==> src/rtl/fft_sched_pkg.sv <==
// Shared types and constants for the 32-point FFT pass scheduler.
// The stride table is a right shift of the first-pass butterfly span.
package fft_sched_pkg;

   localparam int N     = 32;
   localparam int LOG2N = 5;

   // First pass spans N/2. Each later pass halves the span: 16, 8, 4, 2, 1.
   localparam logic [4:0] STRIDE_MAX = 5'(N / 2);

   typedef enum logic [1:0] {
      ST_IDLE = 2'd0,
      ST_PASS = 2'd1,
      ST_OUT  = 2'd2
   } sched_state_t;

endpackage

==> src/rtl/fft_pass_counter.sv <==
// Nested intra-pass cycle counter and pass (stage) index.
// The index holds at the last pass so it stays stable while the result is presented.
module fft_pass_counter #(
   parameter int p_stages     = 5,
   parameter int p_passCycles = 5,
   parameter int p_stageBits  = 3,
   parameter int p_cntBits    = 3
) (
   input  logic                   CLK,
   input  logic                   RST,
   input  logic                   clr,
   input  logic                   en,
   output logic [p_stageBits-1:0] stage,
   output logic                   last_cycle,
   output logic                   last_pass
);

   localparam logic [p_cntBits-1:0]   LAST_CNT   = p_cntBits'(p_passCycles - 1);
   localparam logic [p_stageBits-1:0] LAST_STAGE = p_stageBits'(p_stages - 1);

   logic [p_cntBits-1:0] cnt;

   assign last_cycle = (cnt == LAST_CNT);
   assign last_pass  = (stage == LAST_STAGE);

   // Clear wins over enable so an abort or a fresh frame always restarts at pass 0.
   always_ff @(posedge CLK or posedge RST) begin
      if (RST) begin
         cnt   <= '0;
         stage <= '0;
      end else if (clr) begin
         cnt   <= '0;
         stage <= '0;
      end else if (en) begin
         if (last_cycle) begin
            cnt <= '0;
            if (!last_pass) stage <= stage + 1'b1;
         end else begin
            cnt <= cnt + 1'b1;
         end
      end
   end

endmodule

==> src/rtl/fft32_pass_scheduler.sv <==
// Steps one shared radix-2 stage datapath through all passes of a 32-point FFT in place.
// Handshakes: a transfer happens on an edge where valid and ready are both high; o_valid holds until i_ready.
module fft32_pass_scheduler
   import fft_sched_pkg::*;
#(
   parameter int p_stages     = 5,
   parameter int p_passCycles = 5,
   parameter int p_stageBits  = 3,
   parameter int p_cntBits    = 3
) (
   input  logic                   CLK,
   input  logic                   RST,
   input  logic                   i_valid,
   output logic                   o_ready,
   input  logic                   i_abort,
   output logic                   o_ld_in,
   output logic                   o_wr_en,
   output logic [p_stageBits-1:0] o_stage,
   output logic [4:0]             o_stride,
   output logic                   o_valid,
   input  logic                   i_ready,
   output logic                   o_busy,
   output logic [15:0]            o_frames
);

   sched_state_t state;
   sched_state_t next_state;

   logic cnt_clr;
   logic cnt_en;
   logic last_cycle;
   logic last_pass;

   fft_pass_counter #(
      .p_stages     (p_stages),
      .p_passCycles (p_passCycles),
      .p_stageBits  (p_stageBits),
      .p_cntBits    (p_cntBits)
   ) u_counter (
      .CLK        (CLK),
      .RST        (RST),
      .clr        (cnt_clr),
      .en         (cnt_en),
      .stage      (o_stage),
      .last_cycle (last_cycle),
      .last_pass  (last_pass)
   );

   assign o_stride = STRIDE_MAX >> o_stage;

   always_ff @(posedge CLK or posedge RST) begin
      if (RST) state <= ST_IDLE;
      else     state <= next_state;
   end

   // Abort beats both accept and write-back; in IDLE there is nothing to abort.
   always_comb begin
      next_state = state;
      case (state)
         ST_IDLE: if (i_valid) next_state = ST_PASS;
         ST_PASS: begin
            if (i_abort)                      next_state = ST_IDLE;
            else if (last_cycle && last_pass) next_state = ST_OUT;
         end
         ST_OUT: begin
            if (i_abort)      next_state = ST_IDLE;
            else if (i_ready) next_state = i_valid ? ST_PASS : ST_IDLE;
         end
         default: next_state = ST_IDLE;
      endcase
   end

   always_comb begin
      o_ready = (state == ST_IDLE) || ((state == ST_OUT) && i_ready);
      o_ld_in = i_valid && o_ready;
      o_valid = (state == ST_OUT);
      o_busy  = (state != ST_IDLE);
      o_wr_en = (state == ST_PASS) && last_cycle;
      cnt_en  = (state == ST_PASS) && !i_abort;
      // Restart the counters on every (re)entry to PASS and whenever the frame is dropped.
      cnt_clr = (next_state == ST_IDLE) ||
                ((next_state == ST_PASS) && (state != ST_PASS));
   end

   always_ff @(posedge CLK or posedge RST) begin
      if (RST)
         o_frames <= '0;
      else if ((state == ST_OUT) && i_ready && !i_abort)
         o_frames <= o_frames + 16'd1;
   end

endmodule

==> config.mk <==
export PLATFORM = sky130hd
export DESIGN_NAME = fft32_pass_scheduler
export DESIGN_NICKNAME = d
export VERILOG_FILES = /design/src/rtl/fft_sched_pkg.sv /design/src/rtl/fft_pass_counter.sv /design/src/rtl/fft32_pass_scheduler.sv
export SDC_FILE = /design/constraint.sdc
export NUM_CORES = 1
export LEC_CHECK = 0
export CAP_MARGIN = 40
export CORE_UTILIZATION = 43
export CTS_BUF_LIST = sky130_fd_sc_hd__clkbuf_16
export CTS_CLUSTER_SIZE = 24
export DETAILED_ROUTE_END_ITERATION = 12
export PLACE_DENSITY = 0.81
export SKIP_LAST_GASP = 1
export SYNTH_ARGS = -nofsm -noshare
export SYNTH_HDL_FRONTEND = slang
export SYNTH_HIERARCHICAL = 1
export SYNTH_SLANG_ARGS = --single-unit
==> constraint.sdc <==
create_clock -name CLK -period 1.5 [get_ports CLK]
set_input_delay 0.3 -clock CLK [delete_from_list [all_inputs] [get_ports CLK]]
set_output_delay 0.3 -clock CLK [all_outputs]
set_load 0.005 [all_outputs]
==> metrics.md, run 1 <==
| Metric | Value |
|---|---|
| Max Buffers Root-to-Sink | 2 |
| Slew at the pin closest to its max-slew limit | 0.270 ns |
| Cts-stage hold buffer count | 0 |
| Final critical-path share of the clock period | 110% |
| WL final | 4310 µm |
| X dimension of the die | 56.9 µm |
| Synthesized cell area | 1290 µm² |
| Number of CTS-inserted buffers | 3 |
| Aggregate global routing overflow | 0 |
| Mean routed wirelength per cell | 18.3 µm |
| Antenna Nets Post-Route | 0 |
| IO Count | 34 |
| Peak ir drop on the vdd network | 0.791 mV |
| Sequential element share of the synthesized area | 46.4% |
| DR vias/cell | 5.43 |
| Critical path capture point type | register |
| Number of synthesized register bits | 24 |
| Setup-failing EPs final | 12 |
| Number of library cell types mapped by synthesis | 35 |
| Number of instances in the synthesized netlist | 124 |
| Share of total power in the clock network | 47.4% |
| TritonCTS clock tree | done |
| Critical Path Start Type | register |
| Initial cell density of the core | 46.2% |
| Kind of critical path | reg2reg |
| Final critical-path setup slack | -0.156 ns |
| Total of fill cells in the finished design | 169 |
| Async SR Flop Fraction | 100% |
| Initial antenna violation count | 0 |
| Final worst clock skew | 0.00360 ns |
| H-tree level count | 1 |
| Worst hold path type | in2async |
| # Max-Cap Violations | 0 |
| Most instantiated flip-flop cell in the synthesis netlist | sky130_fd_sc_hd__dfrtp_1 |
| Most area-consuming cells after synthesis | sky130_fd_sc_hd__dfrtp_1 46%, sky130_fd_sc_hd__xnor2_1 5.4%, sky130_fd_sc_hd__ha_1 4.8% |
| Biggest area consumer among synthesized cells | sky130_fd_sc_hd__dfrtp_1 |
| Sequential group share of total power | 41.0% |
| Power share of the combinational group | 11.6% |
| Top cell type's share of synthesized area | 46.4% |
| Top cell types by occurrence after synthesis | 24 x sky130_fd_sc_hd__dfrtp_1, 11 x sky130_fd_sc_hd__inv_1, 9 x sky130_fd_sc_hd__nand2_1, 9 x sky130_fd_sc_hd__nor2_1, 8 x sky130_fd_sc_hd__xnor2_1 |
| Number of DRC violations after detailed-routing iteration 0 | 46 |
| Count of flip-flops with a built-in enable after synthesis | 0 |
| Remaining routing DRC violations | 0 |
| Switching part of the total power | 20.0% |
| CTS Root Cell | sky130_fd_sc_hd__clkbuf_16 |
| Clk sinks | 24 |
| Fraction of final layout cells with drive strength greater than 1 | 44.1% |
| Top-count cell post-synth | sky130_fd_sc_hd__dfrtp_1 |
| Number of rows created at floorplan | 19 |
| Largest net degree at the start of global routing | 17 |
| Setup repair after global routing missed its margin | yes |
| Post-detailed-placement half-perimeter wirelength | 2210 µm |
| P_leak | 1.13 nW |
| Count of antenna diodes in the layout | 0 |
| Clock edge transition at the registers on the reported setup and hold paths | 0.06 ns |
| Final count of hold timing violations | 0 |
| Per-instance average area after synthesis | 10.4 µm² |
| Final estimated routing congestion in global placement | 0.760 |
| Overall power consumption | 0.00161 W |
| Required time of the worst setup path | 1.67 ns |
| Slew Limit Headroom | 82.0% |
| Overall die area | 3240 µm² |
| Final Max Slew Viols | 0 |
| F_max | 604 MHz |
| Final net count | 215 |
| Violations in the final reports | setup timing |
| First-pass GRT wire length | 5880 µm |
| Die height | 56.9 µm |
| Arrival time at the worst endpoint | 1.83 ns |
| Result of the run | complete, but fails checks |
| Final core utilization | 78.7% |
| Int Power | 0.00128 W |
| Clock latency at the later pin of the worst-skew pair | 0.26 ns |
| Total via count after detailed routing | 1277 |
| Number of nets produced by synthesis | 134 |
| Synth Warn # | 6 |
| Port-buffer cells | 33 |
| Maximum fanout along the worst path | 6 |
| Number of global-route vias before repair | 1251 |
| Core outline area | 2810 µm² |
| Minimum clock period | 1.66 ns |
| Power Density | 727 nW/µm² |
| Synthesis-to-layout area growth | 70.4% |
| All-Layer GR Usage | 24.0% |
| Net switching power of the design | 0.000321 W |
| Pre-Repair DR Iteration Count | 4 |
==> registers in the layout, indices dropped and copies added, names as in the netlist <==
name             count
o_frames            16
state                2
u_counter/cnt        3
u_counter/stage      3
==> layout make-up <==
type	instances	area, µm²	area share (%)
inverters	11	41.3	1.87
multi-input cells	88	751	34.0
clock inverters	1	30.0	1.36
flip-flops and latches	24	606	27.4
clock buffers	3	75.1	3.40
repair buffers	77	666	30.2
well taps	31	38.8	1.76
==> power groups by stage <==
stage | logic [W] | clock network, W | registers (W)
after CTS | 0.000160 | 0.000770 | 0.000657
after floorplan | 0.0000556 | 0 | 0.000669
after global routing | 0.000199 | 0.000796 | 0.000658
after global placement | 0.000121 | 0 | 0.000670
after detailed placement | 0.000126 | 0 | 0.000670
final | 0.000186 | 0.000761 | 0.000658
==> final timing paths <==
| check | from | end | slack (ns) | cells past startpoint |
|---|---|---|---|---|
| min in group CLK | o_frames[15] | o_frames[15] | 0.47 | 1 |
| max | state[0] | o_frames[10] | -0.16 | 6 |
| min reg2reg | o_frames[15] | o_frames[15] | 0.47 | 1 |
| min | RST | state[1] | 0.23 | 2 |
| max in group asynchronous | RST | o_frames[7] | 0.84 | 3 |
| max reg2reg | state[0] | o_frames[10] | -0.16 | 6 |
==> per-stage QoR <==
step                TNS, ns  hold WS (ns)  setup slack (ns)  cells  area (µm²)
finish               -0.755         0.231            -0.156    235        2210
floorplan                 0        0.0909           0.00199    124        1300
global route          -1.47         0.246            -0.217    235        2210
global placement      -3.73         0.458            -0.391    204        1790
CTS                  -0.459         0.227            -0.219    222        2040
detailed placement    -4.62         0.467            -0.421    204        1790
==> kinds of logic after synthesis <==
logic type | share of synthesized area, %
AND/OR/NAND/NOR | 27.5
flip-flops | 46.4
XOR/XNOR | 10.7
buffers and inverters | 4.06
AO/OA/AOI/OAI | 3.96
adder cells (fa/ha/maj) | 4.83
multiplexers | 2.51
==> cells in the final DEF, fill, tap and decap left out, types with 5 or more instances in the layout <==
master,count
sky130_fd_sc_hd__buf_4,36
sky130_fd_sc_hd__buf_6,7
sky130_fd_sc_hd__clkbuf_2,5
sky130_fd_sc_hd__clkdlybuf4s50_1,16
sky130_fd_sc_hd__dfrtp_1,20
sky130_fd_sc_hd__dlygate4sd2_1,7
sky130_fd_sc_hd__inv_1,8
sky130_fd_sc_hd__nand2_1,9
sky130_fd_sc_hd__nand4_1,6
sky130_fd_sc_hd__nor2_1,6
sky130_fd_sc_hd__xnor2_1,8
sky130_fd_sc_hd__xor2_1,6
==> worst max-delay path: stages, from the launching register on <==
cell and delay (ns):
sky130_fd_sc_hd__dfrtp_1 0.41, sky130_fd_sc_hd__buf_6 0.13, sky130_fd_sc_hd__and4bb_1 0.28, sky130_fd_sc_hd__buf_6 0.15
sky130_fd_sc_hd__nand4_1 0.20, sky130_fd_sc_hd__nor2_1 0.20, sky130_fd_sc_hd__xor2_1 0.20
==> metal layers <==
layer,track usage (%),share of wire [%],vias to the layer above
li1,-,-,575
met1,28.8,43,651
met2,40.8,52,43
met3,4.61,3.5,8
met4,11.5,1.4,0
met5,0,0,-
==> repair_timing <==
action / 4_1_cts / 5_1_grt
gates cloned: 0 / 0
pin swaps: 6 / 8
setup buffers: 14 / 13
resized for setup: 34 / 34
endpoints found under the setup margin: 23 / 33
No activity file was read; power rests on OpenSTA's default activity.
==> inputs of run 2 (changes only) <==
--- a/config.mk
+++ b/config.mk
@@ -10,2 +10,3 @@
 export CTS_BUF_LIST = sky130_fd_sc_hd__clkbuf_16
+export CTS_CLUSTER_DIAMETER = 50
 export CTS_CLUSTER_SIZE = 24
--- a/constraint.sdc
+++ b/constraint.sdc
@@ -3,2 +3,2 @@
 set_output_delay 0.3 -clock CLK [all_outputs]
-set_load 0.005 [all_outputs]
+set_load 0.01 [all_outputs]
==> metrics.md, run 2 (synthesis gave the netlist of run 1 again) <==
| Metric | Value |
|---|---|
| Result of the run | complete, but fails checks |
| Violations in the final reports | DRC, setup timing |
| Core outline area | 2810 µm² (unchanged) |
| Worst r2r src | u_counter/stage[0] |
| Overall power consumption | 0.00160 W (-0.41%) |
| Initial cell density of the core | 46.2% (unchanged) |
| Clk sinks | 24 (unchanged) |
| X dimension of the die | 56.9 µm (unchanged) |
| # Max-Cap Violations | 0 (unchanged) |
| Peak ir drop on the vdd network | 0.524 mV (-34%) |
| Biggest registers after layout | o_frames (16), u_counter/cnt (3), u_counter/stage (3) |
| Minimum clock period | 1.60 ns (-0.0585 ns) |
| CTS Root Cell | sky130_fd_sc_hd__clkbuf_16 |
| F_max | 626 MHz (+3.7%) |
| Setup repair after global routing missed its margin | yes |
| Final critical-path share of the clock period | 107% (-3.9 points) |
| Max reg flops | 16 (unchanged) |
| Kind of critical path | reg2out |
| Number of CTS-inserted buffers | 3 (unchanged) |
| Port-buffer cells | 33 (unchanged) |
| Worst hold path type | in2async |
| Aggregate global routing overflow | 0 (unchanged) |
| Largest reg by FF count | o_frames |
| Initial antenna violation count | 0 (unchanged) |
| Final worst clock skew | 0.00289 ns (-0.000706 ns) |
| Overall die area | 3240 µm² (unchanged) |
| Critical path capture point type | primary output |
| First-pass GRT wire length | 5420 µm (-7.9%) |
| Reg-to-reg critical path endpoint | u_counter/stage[0] |
| Total of fill cells in the finished design | 179 (+5.9%) |
| Required time of the worst setup path | 1.20 ns (-0.47 ns) |
| Final count of hold timing violations | 0 (unchanged) |
| Clock edge transition at the registers on the reported setup and hold paths | 0.06 ns (about the same) |
| Max Buffers Root-to-Sink | 2 (unchanged) |
| Buf/Inv on CP | 3 (+1) |
| Final Max Slew Viols | 0 (unchanged) |
| Leading cell type in the layout, fill and taps excluded | sky130_fd_sc_hd__buf_4 |
| Cell area after placement | 1800 µm² (+0.91%) |
| Final critical-path setup slack | -0.0977 ns (+0.0585 ns) |
| Critical Path Start Type | register |
| IO Count | 34 (unchanged) |
| Number of rows created at floorplan | 19 (unchanged) |
| Post-route cell area | 2110 µm² (-4.2%) |
| Worst hold slack | 0.337 ns (+0.106 ns) |
| FF-to-FF path depth | 6 (unchanged) |
| Slew Limit Headroom | 82.3% (+0.37 points) |
| Power Density | 756 nW/µm² (+3.9%) |
| H-tree level count | 1 (unchanged) |
| Number of global-route vias before repair | 1249 (-0.16%) |
| All-Layer GR Usage | 22.0% (-2.0 points) |
| TritonCTS clock tree | done |
| Largest stage delay, worst path | 0.39 ns (-0.02 ns) |
| Launching instance or port of the critical path | u_counter/cnt[1] |
| Post-detailed-placement half-perimeter wirelength | 2110 µm (-4.4%) |
| P_leak | 1.12 nW (-0.57%) |
| Final net count | 211 (-1.9%) |
| Final core utilization | 75.4% (-3.3 points) |
| Number of DRC violations after detailed-routing iteration 0 | 29 (-37%) |
| Highest-count cells in the layout ignoring fill and taps | 34 x sky130_fd_sc_hd__buf_4, 20 x sky130_fd_sc_hd__dfrtp_1, 12 x sky130_fd_sc_hd__dlygate4sd2_1 |
| Total via count after detailed routing | 1158 (-9.3%) |
| WL final | 3420 µm (-21%) |
| Maximum fanout along the worst path | 3 (-3) |
| Setup slack of the worst register-to-register path | -0.07 ns (+0.09 ns) |
| Pre-Repair DR Iteration Count | 8 (+4) |
| Remaining routing DRC violations | 2 (+2) |
| Synthesis-to-layout area growth | 63.3% |
| Total Neg Setup Slack | -0.467 ns (+0.288 ns) |
| Count of antenna diodes in the layout | 0 (unchanged) |
| DR vias/cell | 5.01 (-7.7%) |
| Slew at the pin closest to its max-slew limit | 0.265 ns (-0.00557 ns) |
| Largest net degree at the start of global routing | 19 (+2) |
| Master of the slowest instance on the critical path | sky130_fd_sc_hd__dfrtp_1 |
| Die height | 56.9 µm (unchanged) |
| Final estimated routing congestion in global placement | 0.769 (+1.2%) |
| Antenna Nets Post-Route | 0 (unchanged) |
| CP top delay family | flip-flops |
| Mean routed wirelength per cell | 14.8 µm (-19%) |
| Worst-path cell chain | inv_1 -> ha_2 -> nand2_2 -> inv_2 -> and2_1 -> clkbuf_2 |
| Fraction of final layout cells with drive strength greater than 1 | 42.5% (-1.6 points) |
| Clock latency at the later pin of the worst-skew pair | 0.26 ns (about the same) |
| Setup-failing EPs final | 11 (-1) |
| Arrival time at the worst endpoint | 1.30 ns (-0.53 ns) |
## run 2: cell types whose count changed in the layout (fill, tap and decap cells not counted), moves of 2 or more
| cell | before | now |
|---|---|---|
| sky130_fd_sc_hd__clkdlybuf4s50_1 | 16 | 9 |
| sky130_fd_sc_hd__buf_2 | 1 | 6 |
| sky130_fd_sc_hd__dlygate4sd2_1 | 7 | 12 |
| sky130_fd_sc_hd__a21oi_2 | 0 | 2 |
| sky130_fd_sc_hd__buf_4 | 36 | 34 |
| sky130_fd_sc_hd__clkbuf_2 | 5 | 3 |
| sky130_fd_sc_hd__clkdlybuf4s15_1 | 2 | 0 |
| sky130_fd_sc_hd__nor3_2 | 3 | 1 |
## run 2: per-layer routing
layer | GRT usage, % | part of all wire (%) | routed length, µm | up-vias
met1 | 26.1 | 44 | 1490 | 566
li1 | - | - | - | 568
met4 | 9.76 | 1.6 | 55 | 0
met2 | 39.8 | 53 | 1810 | 18
met3 | 2.07 | 1.7 | 58 | 6
met5 | 0 | 0 | 0 | -
## run 2: power by group
part / internal, W / switching [W]
sequential: 0.000653 / 0.00000631
combinational: 0.0000904 / 0.0000786
clock: 0.000531 / 0.000240
## run 2: what timing repair did
item,4_1_cts,5_1_grt
pin swaps,8,11
setup buffers,16,5
resized for setup,42,37
endpoints found under the setup margin,31,26
hold buffers,0,0
gates cloned,0,0
## run 2: stage by stage
| stage | cells | worst slack [ns] |
|---|---|---|
| after floorplan | 124 | 0.00199 |
| after global placement | 206 | -0.426 |
| after detailed placement | 206 | -0.464 |
| after CTS | 226 | -0.255 |
| after global routing | 231 | -0.144 |
| final | 231 | -0.0977 |
## run 2: layout make-up
| class | count | area (µm²) | area share, % |
|---|---|---|---|
| Inverter | 11 | 41.3 | 1.95 |
| Clock buffer | 3 | 75.1 | 3.55 |
| Multi-Input combinational cell | 88 | 724 | 34.3 |
| Sequential cell | 24 | 606 | 28.6 |
| Tap cell | 31 | 38.8 | 1.83 |
| Clock inverter | 1 | 30.0 | 1.42 |
| Timing Repair Buffer | 73 | 599 | 28.3 |
## run 2: worst reg2reg max path: stages, from the launching register on
cell and delay, ns:
sky130_fd_sc_hd__dfrtp_2 0.37, sky130_fd_sc_hd__buf_6 0.13, sky130_fd_sc_hd__inv_1 0.06, sky130_fd_sc_hd__ha_2 0.20, sky130_fd_sc_hd__and2_4 0.16, sky130_fd_sc_hd__nor3b_4 0.21, sky130_fd_sc_hd__mux2_4 0.32
## run 2: how the worst max path moves through the flow
stage,slack [ns],cells after the start,end
floorplan,0.002,4,u_counter/stage[0]
global placement,-0.43,5,o_ld_in
detailed placement,-0.46,5,o_ld_in
CTS,-0.26,6,o_wr_en
global route,-0.14,6,o_frames[12]
finish,-0.1,6,o_wr_en
